### config.mk
export PLATFORM = sky130hd
export DESIGN_NAME = axis_channel_packer_flat
export DESIGN_NICKNAME = d
export VERILOG_FILES = /design/src/rtl/axis_channel_packer_pkg.sv /design/src/rtl/axis_channel_packer_if.sv /design/src/rtl/axis_channel_packer_decim_tick.sv /design/src/rtl/axis_channel_packer.sv /design/src/flat_wrapper.sv
export SDC_FILE = /design/constraint.sdc
export NUM_CORES = 1
export LEC_CHECK = 0
export ABC_AREA = 1
export BUFFER_PORTS_ARGS = -buffer_cell sky130_fd_sc_hd__buf_2
export CAP_MARGIN = 30
export CORE_ASPECT_RATIO = 1.75
export CORE_MARGIN = 2
export CORE_UTILIZATION = 25
export CTS_CLUSTER_DIAMETER = 30
export CTS_CLUSTER_SIZE = 20
export DETAILED_ROUTE_END_ITERATION = 8
export PLACE_DENSITY = 0.42
export SLEW_MARGIN = 20
export SYNTH_ARGS = -nofsm -noshare
export SYNTH_HDL_FRONTEND = slang
export SYNTH_SLANG_ARGS = --single-unit
### constraint.sdc
create_clock -name a_clk -period 3.1 [get_ports a_clk]
set_input_delay 0.62 -clock a_clk [delete_from_list [all_inputs] [get_ports a_clk]]
set_output_delay 0.62 -clock a_clk [all_outputs]
set_load 0.02 [all_outputs]
### src/rtl/axis_channel_packer_pkg.sv
// Shared state type, header layout and helpers for the channel packer.
package rpspmc_axis_pkg;

    typedef enum logic [1:0] {
        IDLE,
        HDR,
        DATA
    } state_t;

    localparam int          N_CH      = 6;
    localparam int          FC_LSB    = 16;
    localparam int          VMASK_LSB = 8;
    localparam int          CMASK_LSB = 0;
    localparam logic [2:0]  TUSER_HDR = 3'd0;
    localparam logic [15:0] OVR_MAX   = 16'hFFFF;

    // Index of the lowest set bit; 0 when the mask is empty.
    function automatic logic [2:0] lowest_set(input logic [N_CH-1:0] mask);
        logic [2:0] idx;
        idx = 3'd0;
        for (int i = N_CH - 1; i >= 0; i--) begin
            if (mask[i]) idx = 3'(i);
        end
        return idx;
    endfunction

endpackage

### src/rtl/axis_channel_packer_if.sv
// Backpressured AXI-Stream bus carrying the packed frames.
interface axis_channel_packer_if #(
    parameter int TDATA_WIDTH = 32
);
    logic [TDATA_WIDTH-1:0] tdata;
    logic                   tvalid;
    logic                   tready;
    logic                   tlast;
    logic [2:0]             tuser;

    modport master (output tdata, tvalid, tlast, tuser, input tready);
    modport slave  (input tdata, tvalid, tlast, tuser, output tready);
endinterface

### src/rtl/axis_channel_packer_decim_tick.sv
// Decimation counter: one tick every decimation+1 cycles while enabled.
module axis_decim_tick
    import rpspmc_axis_pkg::*;
(
    input  logic        a_clk,
    input  logic        reset,
    input  logic        i_enable,
    input  logic [31:0] i_decimation,
    output logic        o_tick
);
    logic [31:0] r_cnt;
    logic        w_due;

    // >= rather than == so a lowered decimation fires on the next cycle.
    assign w_due  = (r_cnt >= i_decimation);
    assign o_tick = i_enable && w_due;

    // NOTE: sequential state uses non-blocking assignments only.
    always_ff @(posedge a_clk) begin
        if (reset || !i_enable) begin
            r_cnt <= '0;
        end else if (w_due) begin
            r_cnt <= '0;
        end else begin
            r_cnt <= r_cnt + 32'd1;
        end
    end
endmodule

### src/rtl/axis_channel_packer.sv
// Snapshots six free-running channels on each tick and serialises them as one frame.
module axis_channel_packer
    import rpspmc_axis_pkg::*;
#(
    parameter int TDATA_WIDTH = 32
) (
    input  logic                   a_clk,
    input  logic                   reset,
    input  logic [TDATA_WIDTH-1:0] S_AXIS_1_tdata,
    input  logic [TDATA_WIDTH-1:0] S_AXIS_2_tdata,
    input  logic [TDATA_WIDTH-1:0] S_AXIS_3_tdata,
    input  logic [TDATA_WIDTH-1:0] S_AXIS_4_tdata,
    input  logic [TDATA_WIDTH-1:0] S_AXIS_5_tdata,
    input  logic [TDATA_WIDTH-1:0] S_AXIS_6_tdata,
    input  logic                   S_AXIS_1_tvalid,
    input  logic                   S_AXIS_2_tvalid,
    input  logic                   S_AXIS_3_tvalid,
    input  logic                   S_AXIS_4_tvalid,
    input  logic                   S_AXIS_5_tvalid,
    input  logic                   S_AXIS_6_tvalid,
    input  logic                   enable,
    input  logic [31:0]            decimation,
    input  logic [5:0]             channel_mask,
    axis_channel_packer_if.master  M_AXIS,
    output logic [31:0]            frame_count,
    output logic [15:0]            overrun_count
);
    state_t                 r_state, w_next;
    logic [TDATA_WIDTH-1:0] r_snap [N_CH];
    logic [N_CH-1:0]        r_vmask, r_cmask, r_rem;
    logic [31:0]            r_frames;
    logic [15:0]            r_ovr;

    logic [TDATA_WIDTH-1:0] w_in [N_CH];
    logic [N_CH-1:0]        w_in_valid, w_rem_after;
    logic [TDATA_WIDTH-1:0] w_hdr, w_tdata;
    logic [2:0]             w_ch, w_tuser;
    logic                   w_tick, w_tvalid, w_tlast, w_hs, w_last_hs, w_accept;

    assign w_in[0]    = S_AXIS_1_tdata;
    assign w_in[1]    = S_AXIS_2_tdata;
    assign w_in[2]    = S_AXIS_3_tdata;
    assign w_in[3]    = S_AXIS_4_tdata;
    assign w_in[4]    = S_AXIS_5_tdata;
    assign w_in[5]    = S_AXIS_6_tdata;
    assign w_in_valid = {S_AXIS_6_tvalid, S_AXIS_5_tvalid, S_AXIS_4_tvalid,
                         S_AXIS_3_tvalid, S_AXIS_2_tvalid, S_AXIS_1_tvalid};

    axis_decim_tick u_tick (
        .a_clk        (a_clk),
        .reset        (reset),
        .i_enable     (enable),
        .i_decimation (decimation),
        .o_tick       (w_tick)
    );

    // Current channel is the lowest bit still pending in the latched mask.
    assign w_ch        = lowest_set(r_rem);
    assign w_rem_after = r_rem & ~({{(N_CH-1){1'b0}}, 1'b1} << w_ch);

    always_comb begin
        w_hdr                     = '0;
        w_hdr[FC_LSB +: 16]       = r_frames[15:0];
        w_hdr[VMASK_LSB +: N_CH]  = r_vmask;
        w_hdr[CMASK_LSB +: N_CH]  = r_cmask;
    end

    always_ff @(posedge a_clk) begin
        if (reset) r_state <= IDLE;
        else       r_state <= w_next;
    end

    // NOTE: every output of this block gets a default first so no latch is inferred.
    always_comb begin
        w_next   = r_state;
        w_tvalid = 1'b0;
        w_tdata  = '0;
        w_tuser  = TUSER_HDR;
        w_tlast  = 1'b0;
        case (r_state)
            HDR: begin
                w_tvalid = 1'b1;
                w_tdata  = w_hdr;
                w_tlast  = (r_cmask == '0);
            end
            DATA: begin
                w_tvalid = 1'b1;
                w_tdata  = r_snap[w_ch];
                w_tuser  = w_ch + 3'd1;
                w_tlast  = (w_rem_after == '0);
            end
            default: ;
        endcase
        w_hs      = w_tvalid && M_AXIS.tready;
        w_last_hs = w_hs && w_tlast;
        // A tick is taken when idle or when the frame ends in this very cycle.
        w_accept  = w_tick && ((r_state == IDLE) || w_last_hs);
        if (w_accept)                      w_next = HDR;
        else if (w_last_hs)                w_next = IDLE;
        else if (w_hs && r_state == HDR)   w_next = DATA;
    end

    // NOTE: the six snapshot words are plain registers, so they are reset with the rest.
    always_ff @(posedge a_clk) begin
        if (reset) begin
            for (int i = 0; i < N_CH; i++) r_snap[i] <= '0;
            r_vmask  <= '0;
            r_cmask  <= '0;
            r_rem    <= '0;
            r_frames <= '0;
            r_ovr    <= '0;
        end else begin
            if (w_accept) begin
                r_snap  <= w_in;
                r_vmask <= w_in_valid;
                r_cmask <= channel_mask;
                r_rem   <= channel_mask;
            end else if (w_hs && r_state == DATA) begin
                r_rem <= w_rem_after;
            end
            if (w_last_hs) r_frames <= r_frames + 32'd1;
            if (w_tick && !w_accept && r_ovr != OVR_MAX) r_ovr <= r_ovr + 16'd1;
        end
    end

    assign M_AXIS.tvalid = w_tvalid;
    assign M_AXIS.tdata  = w_tdata;
    assign M_AXIS.tuser  = w_tuser;
    assign M_AXIS.tlast  = w_tlast;
    assign frame_count   = r_frames;
    assign overrun_count = r_ovr;
endmodule

### src/flat_wrapper.sv
// flat-port wrapper written by rule: the top's interface ports become plain ports
module axis_channel_packer_flat import rpspmc_axis_pkg::*;
#(
    parameter int TDATA_WIDTH = 32
)
  (a_clk, reset, S_AXIS_1_tdata, S_AXIS_2_tdata, S_AXIS_3_tdata, S_AXIS_4_tdata, S_AXIS_5_tdata, S_AXIS_6_tdata, S_AXIS_1_tvalid, S_AXIS_2_tvalid, S_AXIS_3_tvalid, S_AXIS_4_tvalid, S_AXIS_5_tvalid, S_AXIS_6_tvalid, enable, decimation, channel_mask, frame_count, overrun_count, M_AXIS_tdata, M_AXIS_tvalid, M_AXIS_tlast, M_AXIS_tuser, M_AXIS_tready);
  axis_channel_packer_if #(.TDATA_WIDTH(TDATA_WIDTH)) M_AXIS_i ();
  input  logic a_clk;
  input  logic reset;
  input  logic [TDATA_WIDTH-1:0] S_AXIS_1_tdata;
  input  logic [TDATA_WIDTH-1:0] S_AXIS_2_tdata;
  input  logic [TDATA_WIDTH-1:0] S_AXIS_3_tdata;
  input  logic [TDATA_WIDTH-1:0] S_AXIS_4_tdata;
  input  logic [TDATA_WIDTH-1:0] S_AXIS_5_tdata;
  input  logic [TDATA_WIDTH-1:0] S_AXIS_6_tdata;
  input  logic S_AXIS_1_tvalid;
  input  logic S_AXIS_2_tvalid;
  input  logic S_AXIS_3_tvalid;
  input  logic S_AXIS_4_tvalid;
  input  logic S_AXIS_5_tvalid;
  input  logic S_AXIS_6_tvalid;
  input  logic enable;
  input  logic [31:0] decimation;
  input  logic [5:0] channel_mask;
  output logic [31:0] frame_count;
  output logic [15:0] overrun_count;
  output wire logic [$bits(M_AXIS_i.tdata)-1:0] M_AXIS_tdata;
  output wire logic [$bits(M_AXIS_i.tvalid)-1:0] M_AXIS_tvalid;
  output wire logic [$bits(M_AXIS_i.tlast)-1:0] M_AXIS_tlast;
  output wire logic [$bits(M_AXIS_i.tuser)-1:0] M_AXIS_tuser;
  input wire logic [$bits(M_AXIS_i.tready)-1:0] M_AXIS_tready;
  assign M_AXIS_tdata = M_AXIS_i.tdata;
  assign M_AXIS_tvalid = M_AXIS_i.tvalid;
  assign M_AXIS_tlast = M_AXIS_i.tlast;
  assign M_AXIS_tuser = M_AXIS_i.tuser;
  assign M_AXIS_i.tready = M_AXIS_tready;
  axis_channel_packer #(.TDATA_WIDTH(TDATA_WIDTH)) u_core (.a_clk(a_clk), .reset(reset), .S_AXIS_1_tdata(S_AXIS_1_tdata), .S_AXIS_2_tdata(S_AXIS_2_tdata), .S_AXIS_3_tdata(S_AXIS_3_tdata), .S_AXIS_4_tdata(S_AXIS_4_tdata), .S_AXIS_5_tdata(S_AXIS_5_tdata), .S_AXIS_6_tdata(S_AXIS_6_tdata), .S_AXIS_1_tvalid(S_AXIS_1_tvalid), .S_AXIS_2_tvalid(S_AXIS_2_tvalid), .S_AXIS_3_tvalid(S_AXIS_3_tvalid), .S_AXIS_4_tvalid(S_AXIS_4_tvalid), .S_AXIS_5_tvalid(S_AXIS_5_tvalid), .S_AXIS_6_tvalid(S_AXIS_6_tvalid), .enable(enable), .decimation(decimation), .channel_mask(channel_mask), .M_AXIS(M_AXIS_i), .frame_count(frame_count), .overrun_count(overrun_count));
endmodule
-- Yosys cells after proc, flatten, opt, wreduce, memory -nomap -nowiden
Cells that the tools add are included.
- bits in registers: 292
- bits of input ports: 240
- output and inout port bits: 85
- logic and storage cells: 65
- add/sub/neg operators: 4
- $lt $le $gt $ge: 2
- equal/unequal tests: 3
- shift operators: 1
- multiplexer cells: 18
- bitwise operators: 3
- reductions and logical operators: 20
- operator list (kind ; count):
    32-bit binary-select mux with 3-bit select ; 1
    32-bit by 1-bit adder with 32-bit output (second input constant) ; 2
    32-bit two-way mux ; 2
    32-bit one-hot mux with 2 select lines ; 1
    32-bit >= comparator ; 1
    3-bit two-way mux ; 7
    16-bit by 1-bit adder with 16-bit output (second input constant) ; 1
    16-bit inequality test (second input constant) ; 1
    6-bit logical NOT ; 2
    6-bit two-way mux ; 2
    1-bit logical AND ; 8
    6-bit AND ; 1
    6-bit inverter ; 1
    1-bit by 3-bit left shift with 6-bit output (first input constant) ; 1
    4-bit >= comparator (second input constant) ; 1
    1-bit two-way mux ; 4
    3-bit inverter with 4-bit output ; 1
    2-bit OR reduction ; 2
    3-bit by 1-bit adder with 3-bit output (second input constant) ; 1
    3-bit nonzero test ; 1
    3-bit OR reduction ; 1
    2-bit by 1-bit equality test with 1-bit output (second input constant) ; 1
    2-bit equality test (second input constant) ; 1
    1-bit logical NOT ; 2
    other kinds (4) ; 5

-- Depth between registers and ports, before layout
Gate-level depths: netlist of the first run.
- depth in word-level cells: 17
- gate-level depth with buffers: 23
- mapped depth without buffers: 19

-- Modules after synthesis
A second synthesis of the first run with hierarchy kept.
- cell total of the unflattened synthesis: 2275
- area, all modules: 15018.2 um^2
- by module, submodules not included (module ; instances ; cells an instance ; area an instance (um^2) ; sequential area each (um^2)):
    axis_channel_packer ; 1 ; 1893 ; 12490.7 ; 5205.0
    axis_decim_tick ; 1 ; 382 ; 2527.4 ; 640.6

-- Least setup slack after synthesis of the first run
Ideal clock, no wire load.
- path kind: register to register
- start: register u_core.r_rem[2]
- end: register u_core.r_snap[127] in the netlist's numbering
- setup time: 0.128 ns
- data arrival time: 2.795 ns
- data required time: 2.972 ns
- setup slack: 0.177 ns
- stages on the path, launching flop included: 19
- path buffers: 3
- period minus slack after synthesis: 2.923 ns
- cells stage by stage: dfxtp_1 -> nor2_2 -> inv_1 -> nand2_1 -> clkinv_1 -> clkbuf_1 -> ha_1 -> ha_1 -> or2_2 -> nand2_1 -> nor2_1 -> nand4_2 -> nand2_2 -> nand2_4 -> nand2_8 -> nand3_4 -> buf_4 -> clkbuf_1 -> a21oi_1
- longest elaborated chain between the ends: 11
- ends and longest elaborated chain (what ; RTL line ; RTL):
    start, declared ; axis_channel_packer.sv:30 ; logic [N_CH-1:0] r_vmask, r_cmask, r_rem;
    start signal, assigned ; axis_channel_packer.sv:117 ; r_rem <= channel_mask;
    start signal, assigned ; axis_channel_packer.sv:119 ; r_rem <= w_rem_after;
    3-bit two-way mux (3 in series) ; axis_channel_packer_pkg.sv:22 ; if (mask[i]) idx = 3'(i);
    1-bit by 3-bit left shift with 6-bit output ; axis_channel_packer.sv:59 ; assign w_rem_after = r_rem & ~({{(N_CH-1){1'b0}}, 1'b1} << w_ch);
    6-bit inverter ; axis_channel_packer.sv:59 ;
    6-bit AND * ; axis_channel_packer.sv:59 ;
    6-bit logical NOT * ; axis_channel_packer.sv:90 ; w_tlast = (w_rem_after == '0);
    1-bit one-hot mux with 2 select lines * ; axis_channel_packer.sv:80 ; case (r_state)
    1-bit logical AND * ; axis_channel_packer.sv:95 ; w_last_hs = w_hs && w_tlast;
    1-bit logical OR * ; axis_channel_packer.sv:97 ; w_accept = w_tick && ((r_state == IDLE) || w_last_hs);
    1-bit logical AND * ; axis_channel_packer.sv:97 ;
    end signal, assigned ; axis_channel_packer.sv:114 ; r_snap <= w_in;
    end, declared ; axis_channel_packer.sv:29 ; logic [TDATA_WIDTH-1:0] r_snap [N_CH];
Every way passes the cells marked *; elsewhere a longest branch is shown, timed or not.
A chain may end at the register's enable or synchronous reset.

-- Final worst setup path of the first run
- start: register u_core.r_rem[4]
- end: output port M_AXIS_tlast
- longest elaborated chain between the ends: 10
- ends and longest elaborated chain (what ; RTL line ; RTL):
    3-bit two-way mux (5 in series) ; axis_channel_packer_pkg.sv:22 ;
    1-bit by 3-bit left shift with 6-bit output ; axis_channel_packer.sv:59 ;
    6-bit inverter ; axis_channel_packer.sv:59 ;
    6-bit AND * ; axis_channel_packer.sv:59 ;
    6-bit logical NOT * ; axis_channel_packer.sv:90 ;
    1-bit one-hot mux with 2 select lines * ; axis_channel_packer.sv:80 ;
    end, declared ; flat_wrapper.sv:29 ; output wire logic [$bits(M_AXIS_i.tlast)-1:0] M_AXIS_tlast;
Marks and branches as above.

==> results of run 1 <==
-- kinds of logic (layout without fill, tap and decap cells) --
| kind of cell | after synthesis | count (layout) | share of synthesized area |
|---|---|---|---|
| flip-flops | 292 | 292 | 0.3898 |
| AO/OA/AOI/OAI | 694 | 694 | 0.2430 |
| adder cells (fa/ha/maj) | 43 | 43 | 0.03588 |
| buffers and inverters | 465 | 946 | 0.1272 |
| XOR/XNOR | 42 | 42 | 0.02453 |
| AND/OR/NAND/NOR | 609 | 609 | 0.1795 |
| other | 0 | 1 | 0 |
-- layout by cell type (no fill, tap or decap), drive strengths merged, types with 28 or more instances in the layout --
cell,instances
buf,462
inv,331
a21oi,328
o21ai,310
dfxtp,292
nand2,265
nor2,177
clkbuf,114
nand3,57
ha,43
nor3,41
nand4,34
xor2,32
o31ai,28
-- metrics by stage --
stage	total power [uW]	TNS (ns)	cells	worst slack, ns
floorplan	3967	0	2145	0.1770
global placement	4224	-5.970	3207	-0.7568
detailed placement	4226	-3.347	3210	-0.5629
CTS	12110	-3.199	3364	-0.1692
global route	12370	-21.03	3406	-0.2146
finish	12030	-1.674	3407	-0.1023
-- per-layer routing --
layer,track usage,vias up
li1,-,7972
met2,0.3821,475
met3,0.03109,133
met1,0.2325,7713
met5,0,-
met4,0.1160,6
-- flip-flops by register name, summed over array words and instances, names as in the netlist --
name	cells
u_core.frame_count	32
u_core.overrun_count	16
u_core.r_cmask	6
u_core.r_rem	6
u_core.r_snap	192
u_core.r_state	2
u_core.r_vmask	6
u_core.u_tick.r_cnt	32
-- layout make-up --
type                            count  share of cell area
Sequential cell                   292              0.2467
Timing Repair Buffer              484              0.1729
Antenna cell                        1           0.0001055
Timing Repair inverter              1           0.0003165
Multi-Input combinational cell   1388              0.3762
Inverter                          333             0.05517
Clock buffer                       93             0.08381
Tap cell                          780             0.04114
Clock inverter                     35             0.02363
-- power by group through the flow --
| stage | sequential (uW) | clock, uW | combinational [uW] |
|---|---|---|---|
| 2_1_floorplan | 3840 | 0 | 130 |
| 3_3_place_gp | 3840 | 0 | 386 |
| 3_5_place_dp | 3840 | 0 | 388 |
| 4_1_cts | 3770 | 7950 | 394 |
| 5_1_grt | 3760 | 8130 | 475 |
| 6_report | 3770 | 7820 | 437 |
-- worst max-delay path, stage by stage, from the launching register on --
cell and delay (ns):
dfxtp_2 0.33, inv_2 0.04, a21oi_2 0.14, o21ai_2 0.08, nand2_4 0.10, buf_12 0.14
clkinv_16 0.09, ha_4 0.17, ha_4 0.15, or2_4 0.26, nand2_4 0.07, nor2_4 0.04
nand4_4 0.06, buf_6 0.11, a21oi_4 0.05, buf_6 0.14
-- what timing repair did --
| item | in CTS | in global routing |
|---|---|---|
| cloned | 10 | 27 |
| setup buffers | 16 | 17 |
| resized for setup | 354 | 343 |
| pin swaps | 40 | 27 |
| endpoints found under the setup margin | 33 | 223 |
-- final timing paths --
kind,start,to,slack [ns],depth (start not counted)
setup / recovery,u_core.r_rem[4],M_AXIS_tlast,-0.10,15
hold / removal,S_AXIS_4_tdata[20],u_core.r_snap[84],0.26,3
setup reg to reg,u_core.r_rem[3],u_core.r_snap[35],-0.09,24
hold reg to reg,u_core.r_snap[41],u_core.r_snap[41],0.44,2
==> results.py, run 1 <==
metrics = {
    "grt": {
        "grt_pass1_vias": 16112,
        "antenna_found_initial": 7,
        "grt_usage": 0.2102,
        "grt_start_max_net_pins": 68,
        "grt-ovfl-total": 0,
        "grt_pass1_wl_mm": 97.84,
    },
    "clock_tree": {
        "ctsHtreeMaxLevel": 3,
        "clkTransAtPathRegs_ns": 0.05,
        "cts_buffer_depth": 3,
        "insertion_delay_ns": 0.62,
        "cts.sinks": 292,
        "cts_tree": "built",
        "cts_root_buf": "clkbuf_16",
        "cts_buffers": 70,
        "hold_buffers": 0,
    },
    "placement": {
        "place_area_sq_um": 17890,
        "port_buffers": 324,
        "place_congestion": 0.8404,
        "hpwl_mm": 49.06,
    },
    "synth": {
        "yosysTopAreaCell": "dfxtp_1",
        "async_flop_share": 0,
        "syn-mean-instance-area_sq_um": 6.992,
        "synth_area_leaders": "dfxtp_1 39%, a21oi_1 11%, o21ai_0 9.4%, inv_1 8.2%, nand2_1 6.6%",
        "ys_warn_count": 0,
        "synth_area_sq_um": 15000,
        "synthesis.nets": 2428,
        "ys_types": 44,
        "seq_area_frac_synth": 0.3898,
        "synth_edf_count": 0,
        "synth_most_common_cell": "inv_1",
        "synth_top_area_frac": 0.3898,
        "ys_ff_latch": 292,
        "synth-main-ff-cell": "dfxtp_1",
        "netlist_instances": 2145,
        "yosys-top-cells-count": "328 x inv_1, 327 x a21oi_1, 292 x dfxtp_1, 282 x o21ai_0, 262 x nand2_1",
    },
    "detailed_routing": {
        "drc": 0,
        "drtIter0Drc": 772,
        "vias_per_cell": 4.784,
        "wl_met2_mm": 36.47,
        "wl_met1_mm": 27.24,
        "topRoutingLayerUsed": "met5",
        "wire_per_inst_um": 20.74,
        "finalWirelength_mm": 70.67,
        "ant_nets": 0,
        "drt-pass1-iter-count": 5,
        "met3_length_mm": 3.232,
        "vias": 16299,
    },
    "pwr": {
        "ir_drop_mv": 0.3748,
        "combPwrFrac": 0.036,
        "p_per_area_nw_per_um2": 506.9,
        "power_frac_seq": 0.313,
        "p_switching_uw": 2835,
        "swShare": 0.2358,
        "power.share.clock": 0.650,
        "p_leak_uw": 0.009391,
        "power.internal_uw": 9190,
    },
    "sta": {
        "tightest_slew_ns": 0.7844,
        "clock-skew-final_ns": 0.04792,
        "rsz0062_at_grt": "true",
        "fin_crit_sh": 1.033,
        "min_period_ns": 3.202,
        "maxSlewHeadroom": 0.4731,
        "setup_viol": 61,
        "max_freq_ghz": 0.3123,
        "drv_slew": 0,
        "setup_ws_ns": -0.1023,
        "fin_hold_ws_ns": 0.2636,
        "timing.final.hold_violations": 0,
    },
    "layout": {
        "synthToLayoutAreaGrowth_pct": 58.18,
        "layout.nets": 2853,
        "drive_above_1_share": 0.3542,
        "regArea_sq_um": 5852,
        "fillers": 6162,
        "final_util": 0.4007,
        "final_area_sq_um": 23720,
        "multi_input_area_sq_um": 8925,
    },
    "worst_setup_path": {
        "worstPathMaxFanout": 7,
        "cp_data_required_time_ns": 2.48,
        "start_kind": "flop",
        "critPathKind": "flop to output port",
        "end_kind": "output port",
        "cp.arrival_ns": 2.58,
    },
    "flow_run": {
        "cap_viol_max_count": 0,
    },
    "die": {
        "rows": 118,
        "die_y_um": 328,
        "die_width_um": 189.1,
        "core_sq_um": 59200,
        "dieArea_sq_um": 62040,
        "start_util": 0.2533,
        "ioPinCount": 325,
    },
    "run_status": {
        "violations": "setup timing",
        "status": "complete, but fails checks",
    },
    "worst_hold_path": {
        "hp-class": "input port to flop",
    },
}
Power figures use the tool's default switching activity.
==> inputs of run 2 (changes only) <==
ABC_AREA = unset   (was 1)
PLACE_DENSITY = unset   (was 0.42)
==> run 2 against run 1 <==
Compared with the run above: the flow still finishes with violations (setup timing); clock power fell by 21%; sequential power barely moved; via count down 10%; critical path depth decreased by 1; synthesized cell count shrank 21%; maximum frequency fell by 9.1%.
==> results.py, run 2 <==
metrics = {
    "grt": {
        "grt_usage": 0.1947,
        "grt-ovfl-total": 0,
        "grt_start_max_net_pins": 111,
        "antenna_found_initial": 11,
        "grt_pass1_vias": 13992,
        "grt_pass1_wl_mm": 83.32,
    },
    "layout": {
        "final_common_cell": "buf_2",
        "final_cell_mix": "298 x buf_2, 286 x dfxtp_1, 262 x nand2_1",
        "drive_above_1_share": 0.5071,
        "layout.nets": 2432,
        "regMostFlops": "u_core.r_snap",
        "largest_reg_flops": 192,
        "synthToLayoutAreaGrowth_pct": 71.16,
        "final_area_sq_um": 23150,
        "finalNonFillerCells": 2880,
    },
    "worst_setup_path": {
        "critPathKind": "flop to output port",
        "reg2regPathDepth": 21,
        "r2r_slack_ns": -0.28,
        "end_kind": "output port",
        "cp_data_required_time_ns": 2.48,
        "crit_chain": "nand2b_4, a21oi_4, nor2_4, nor2_4, buf_12, buf_4, buf_16, buf_12, mux2i_2, nor2_1, a21oi_2, buf_6, o21ai_2, buf_6",
        "max_stage_delay_ns": 0.37,
        "worstReg2RegStart": "u_core.r_rem[4]",
        "start_kind": "flop",
        "r2r-end": "u_core.r_snap[110]",
        "cp.arrival_ns": 2.90,
        "worstPathMaxFanout": 8,
        "cp_slowest_cell": "mux2i_2",
    },
    "die": {
        "rows": 112,
        "dieArea_sq_um": 56050,
        "start_util": 0.2533,
        "ioPinCount": 325,
        "die_y_um": 311.7,
        "die_width_um": 179.8,
        "core_sq_um": 53390,
    },
    "run_status": {
        "status": "complete, but fails checks",
        "violations": "setup timing",
    },
    "synth": {
        "synthesis.nets": 1971,
        "ys_types": 51,
        "synth_most_common_cell": "nand2_1",
        "async_flop_share": 0,
        "synth-main-ff-cell": "dfxtp_1",
        "seq_area_frac_synth": 0.4322,
        "netlist_instances": 1688,
        "synth_top_area_frac": 0.4322,
        "synth_edf_count": 0,
        "synth_area_sq_um": 13520,
        "synth_area_leaders": "dfxtp_1 43%, nand2_1 13%, a21oi_1 10%, mux4_2 5.3%, ha_1 4.0%",
        "yosys-top-cells-count": "478 x nand2_1, 292 x dfxtp_1, 269 x a21oi_1, 117 x nor2_1, 52 x inv_1",
        "ys_ff_latch": 292,
        "ys_warn_count": 0,
        "syn-mean-instance-area_sq_um": 8.012,
        "yosysTopAreaCell": "dfxtp_1",
    },
    "detailed_routing": {
        "drtIter0Drc": 912,
        "ant_nets": 0,
        "finalWirelength_mm": 63.73,
        "vias": 14590,
        "vias_per_cell": 5.066,
        "drt-pass1-iter-count": 7,
        "drc": 0,
        "wire_per_inst_um": 22.13,
    },
    "sta": {
        "clock-skew-final_ns": 0.03819,
        "maxSlewHeadroom": 0.3442,
        "setup_viol": 255,
        "tightest_slew_ns": 0.9836,
        "rsz0062_at_grt": "true",
        "timing.final.hold_violations": 0,
        "max_freq_ghz": 0.2839,
        "setup_ws_ns": -0.4222,
        "fin_tns_setup_ns": -52.80,
        "fin_hold_ws_ns": 0.2580,
        "fin_crit_sh": 1.136,
        "drv_slew": 0,
        "min_period_ns": 3.522,
    },
    "clock_tree": {
        "ctsHtreeMaxLevel": 2,
        "cts_tree": "built",
        "insertion_delay_ns": 0.61,
        "clkTransAtPathRegs_ns": 0.06,
        "cts_root_buf": "clkbuf_16",
        "cts_buffer_depth": 3,
        "cts_buffers": 52,
        "cts.sinks": 292,
        "hold_buffers": 0,
    },
    "placement": {
        "port_buffers": 324,
        "place_inst": 2670,
        "place_congestion": 0.9358,
        "place_area_sq_um": 16320,
        "hpwl_mm": 37.72,
    },
    "pwr": {
        "p_per_area_nw_per_um2": 445.0,
        "p_leak_uw": 0.008820,
        "ir_drop_mv": 0.4299,
    },
    "flow_run": {
        "cap_viol_max_count": 0,
    },
    "worst_hold_path": {
        "whs_endpoint": "u_core.r_snap[132]",
        "min_path_cells": 3,
        "min_from": "S_AXIS_2_tdata[4]",
        "hp-class": "input port to flop",
    },
}
## run 2: worst max-delay path, delay by kind of cell (launching register included)
kind	cells	cell delay, ns
simple gates	4	0.39
mux	1	0.37
compound gates	3	0.37
flops	1	0.33
buf+inv	6	0.84
## run 2: report_power, final
| part | total, uW | switching, uW | internal [uW] | leakage, uW |
|---|---|---|---|---|
| registers | 3760 | 1.01 | 3760 | 0.00235 |
| clock network | 6190 | 2310 | 3890 | 0.000913 |
| logic | 349 | 210 | 139 | 0.00555 |
## run 2: area by class of cell
cell class / count / area, sq um
clock inverters: 38 / 560.5
repair buffers: 512 / 4832
flip-flops and latches: 292 / 5856
inverters: 53 / 202.7
multi-input cells: 1238 / 9495
fillers: 4852 / 30240
diodes: 5 / 12.51
clock buffers: 58 / 1334
well taps: 684 / 855.8
## run 2: repair_timing
action                                  CTS  global route
resized for setup                       260           547
cloned                                   31            31
buffers inserted                         40            19
endpoints found under the setup margin  146           286
pin swaps                                68           293
## run 2: logic make-up after synthesis
kind of cell	synth area share
xor gates and xnor gates	0.03756
muxes	0.07938
DFF	0.4322
adders and majority gates	0.03978
AOI/OAI and AO/OA	0.1380
buffers and inverters	0.05051
and+or+nand+nor	0.2225
## run 2: stage by stage
stage / utilization / setup WS [ns] / power (uW)
2_1_floorplan: - / 0.009676 / 3930
3_3_place_gp: 0.3057 / -0.007293 / 4136
3_5_place_dp: 0.3057 / -0.07190 / 4139
4_1_cts: 0.3812 / -0.3408 / 10320
5_1_grt: 0.4335 / -0.5129 / 10570
6_report: 0.4336 / -0.4222 / 10300
## run 2: how the worst max path moves through the flow
stage	startpoint	to	slack, ns	cells past startpoint
2_1_floorplan	u_core.r_rem[4]	u_core.overrun_count[4]	0.01	17
3_3_place_gp	u_core.r_rem[4]	u_core.frame_count[31]	-0.007	15
3_5_place_dp	u_core.r_rem[4]	u_core.frame_count[31]	-0.07	15
4_1_cts	u_core.r_rem[4]	M_AXIS_tlast	-0.34	14
5_1_grt	u_core.r_rem[4]	u_core.r_cmask[4]	-0.51	21
6_report	u_core.r_rem[4]	M_AXIS_tdata[30]	-0.42	14
## run 2: per-layer routing
layer  vias to the layer above  part of all wire  GRT usage
met5                         -           0.00064          0
met4                         6             0.083     0.1401
met3                       229             0.070    0.04020
met2                       709              0.51     0.3455
met1                      6984              0.34     0.2026
li1                       6662                 -          -
==> inputs of run 3 (changes only) <==
CAP_MARGIN = unset   (was 30)
RECOVER_POWER = 100   (was unset)
==> run 3 against run 2 <==
Compared with the run above: the run still ends with setup timing left; clock power hardly changed; setup slack lost 0.0027 ns; combinational power about the same; register-to-register slack about the same; hold slack worse by 0.0023 ns; flip-flop and latch count stayed put; maximum frequency about the same; sequential power barely moved; global-route usage unchanged; first-iteration DRC count decreased by 2.7%; via count fell by 0.24%; non-clock buffer count did not move; critical endpoint unchanged.
==> results.py, run 3 (synthesized netlist as in run 2, its figures left out) <==
metrics = {
    "clock_tree": {
        "insertion_delay_ns": 0.61,
        "hold_buffers": 0,
        "cts_root_buf": "clkbuf_16",
        "cts.sinks": 292,
        "ctsHtreeMaxLevel": 2,
        "clkTransAtPathRegs_ns": 0.06,
        "cts_buffer_depth": 3,
        "cts_buffers": 52,
        "cts_tree": "built",
    },
    "placement": {
        "port_buffers": 324,
        "place_inst": 2670,
        "hpwl_mm": 37.72,
        "place_congestion": 0.9358,
    },
    "sta": {
        "rsz0062_at_grt": "true",
        "min_period_ns": 3.525,
        "clock-skew-final_ns": 0.03749,
        "fin_crit_sh": 1.137,
        "timing.final.hold_violations": 0,
        "maxSlewHeadroom": 0.3442,
        "setup_ws_ns": -0.4249,
        "setup_viol": 255,
        "max_freq_ghz": 0.2837,
        "drv_slew": 0,
        "tightest_slew_ns": 0.9837,
        "fin_tns_setup_ns": -53.14,
    },
    "detailed_routing": {
        "wire_per_inst_um": 22.09,
        "finalWirelength_mm": 63.61,
        "vias_per_cell": 5.054,
        "vias": 14555,
        "drt-pass1-iter-count": 8,
        "drtIter0Drc": 887,
        "drc": 0,
        "ant_nets": 0,
    },
    "worst_setup_path": {
        "worstPathMaxFanout": 8,
        "end_kind": "output port",
        "critPathTopFamily": "buffers and inverters",
        "critPathBufInv": 6,
        "cp_slowest_cell": "mux2i_2",
        "critPathKind": "flop to output port",
        "max_stage_delay_ns": 0.37,
        "cp_data_required_time_ns": 2.48,
        "cp.arrival_ns": 2.90,
        "crit_chain": "nand2b_4, a21oi_4, nor2_4, nor2_4, buf_12, buf_4, buf_16, buf_12, mux2i_2, nor2_1, a21oi_2, buf_6, o21ai_2, buf_6",
        "start_kind": "flop",
    },
    "die": {
        "core_sq_um": 53390,
        "start_util": 0.2533,
        "die_width_um": 179.8,
        "dieArea_sq_um": 56050,
        "ioPinCount": 325,
        "die_y_um": 311.7,
        "rows": 112,
    },
    "layout": {
        "layout.nets": 2432,
        "synthToLayoutAreaGrowth_pct": 70.60,
        "largest_reg_flops": 192,
        "regMostFlops": "u_core.r_snap",
        "finalNonFillerCells": 2880,
        "final_common_cell": "dfxtp_1",
        "final_cell_mix": "286 x dfxtp_1, 262 x nand2_1, 247 x buf_2",
        "drive_above_1_share": 0.4838,
    },
    "pwr": {
        "p_per_area_nw_per_um2": 446.3,
        "ir_drop_mv": 0.4299,
        "p_leak_uw": 0.008589,
    },
    "run_status": {
        "violations": "setup timing",
        "status": "complete, but fails checks",
    },
    "worst_hold_path": {
        "hp-class": "input port to flop",
    },
    "grt": {
        "grt_usage": 0.1947,
        "grt-ovfl-total": 0,
        "antenna_found_initial": 11,
        "grt_pass1_vias": 13992,
        "grt_pass1_wl_mm": 83.32,
        "grt_start_max_net_pins": 111,
    },
    "flow_run": {
        "cap_viol_max_count": 0,
    },
}
[run 3: changes by cell type in the layout (fill, tap and decap cells not counted), sizes merged]
cell,change
clkbuf,+52
buf,-52
[run 3: worst register-to-register path, delay by kind of cell, from the launching register on]
kind | cells | cell delay [ns]
flip-flops | 1 | 0.32
adder cells (fa/ha/maj) | 2 | 0.28
buffers and inverters | 8 | 0.93
AND/OR/NAND/NOR | 6 | 0.78
AO/OA/AOI/OAI | 5 | 0.99
[run 3: final cells by class]
class / instances / area, sq um
flip-flops and latches: 292 / 5856
multi-input cells: 1238 / 9495
well taps: 684 / 855.8
diodes: 5 / 12.51
inverters: 53 / 202.7
fillers: 4875 / 30320
clock inverters: 38 / 560.5
repair buffers: 512 / 4756
clock buffers: 58 / 1334
[run 3: worst paths after layout]
path,start,depth (start not counted),to,slack (ns)
worst max-delay path,u_core.r_rem[4],14,M_AXIS_tdata[30],-0.42
worst min-delay path,S_AXIS_2_tdata[4],3,u_core.r_snap[132],0.26
worst max register to register,u_core.r_rem[4],21,u_core.r_snap[110],-0.29
worst min register to register,u_core.r_snap[154],2,u_core.r_snap[154],0.45
[run 3: repair_timing]
| action | CTS | global route |
|---|---|---|
| gates resized for setup | 260 | 547 |
| gates cloned | 31 | 31 |
| setup endpoints to repair | 146 | 286 |
| pin swaps | 68 | 293 |
| setup buffers | 40 | 19 |
[run 3: power by group]
part           internal (uW)  total (uW)  switching, uW
clock network           3890        6190           2300
registers               3760        3760           1.01
logic                    137         347            210
total                   7780       10300           2520
[run 3: per-stage QoR]
step	total power, uW	hold WS (ns)	area, sq um	setup slack (ns)	util
after detailed placement	4139	0.4452	16320	-0.07190	0.3057
after CTS	10320	0.2304	20350	-0.3408	0.3812
final	10300	0.2557	23070	-0.4249	0.4321
after floorplan	3930	0.4331	13540	0.009676	-
after global placement	4136	0.4395	16320	-0.007293	0.3057
after global routing	10570	0.2527	23070	-0.5129	0.4321
[run 3: layer usage]
layer	global-route usage	wire length [um]	up-vias
met5	0	41	-
met4	0.1401	5255	6
met3	0.04020	4175	225
met2	0.3455	32190	682
met1	0.2026	21950	6977
li1	-	-	6665
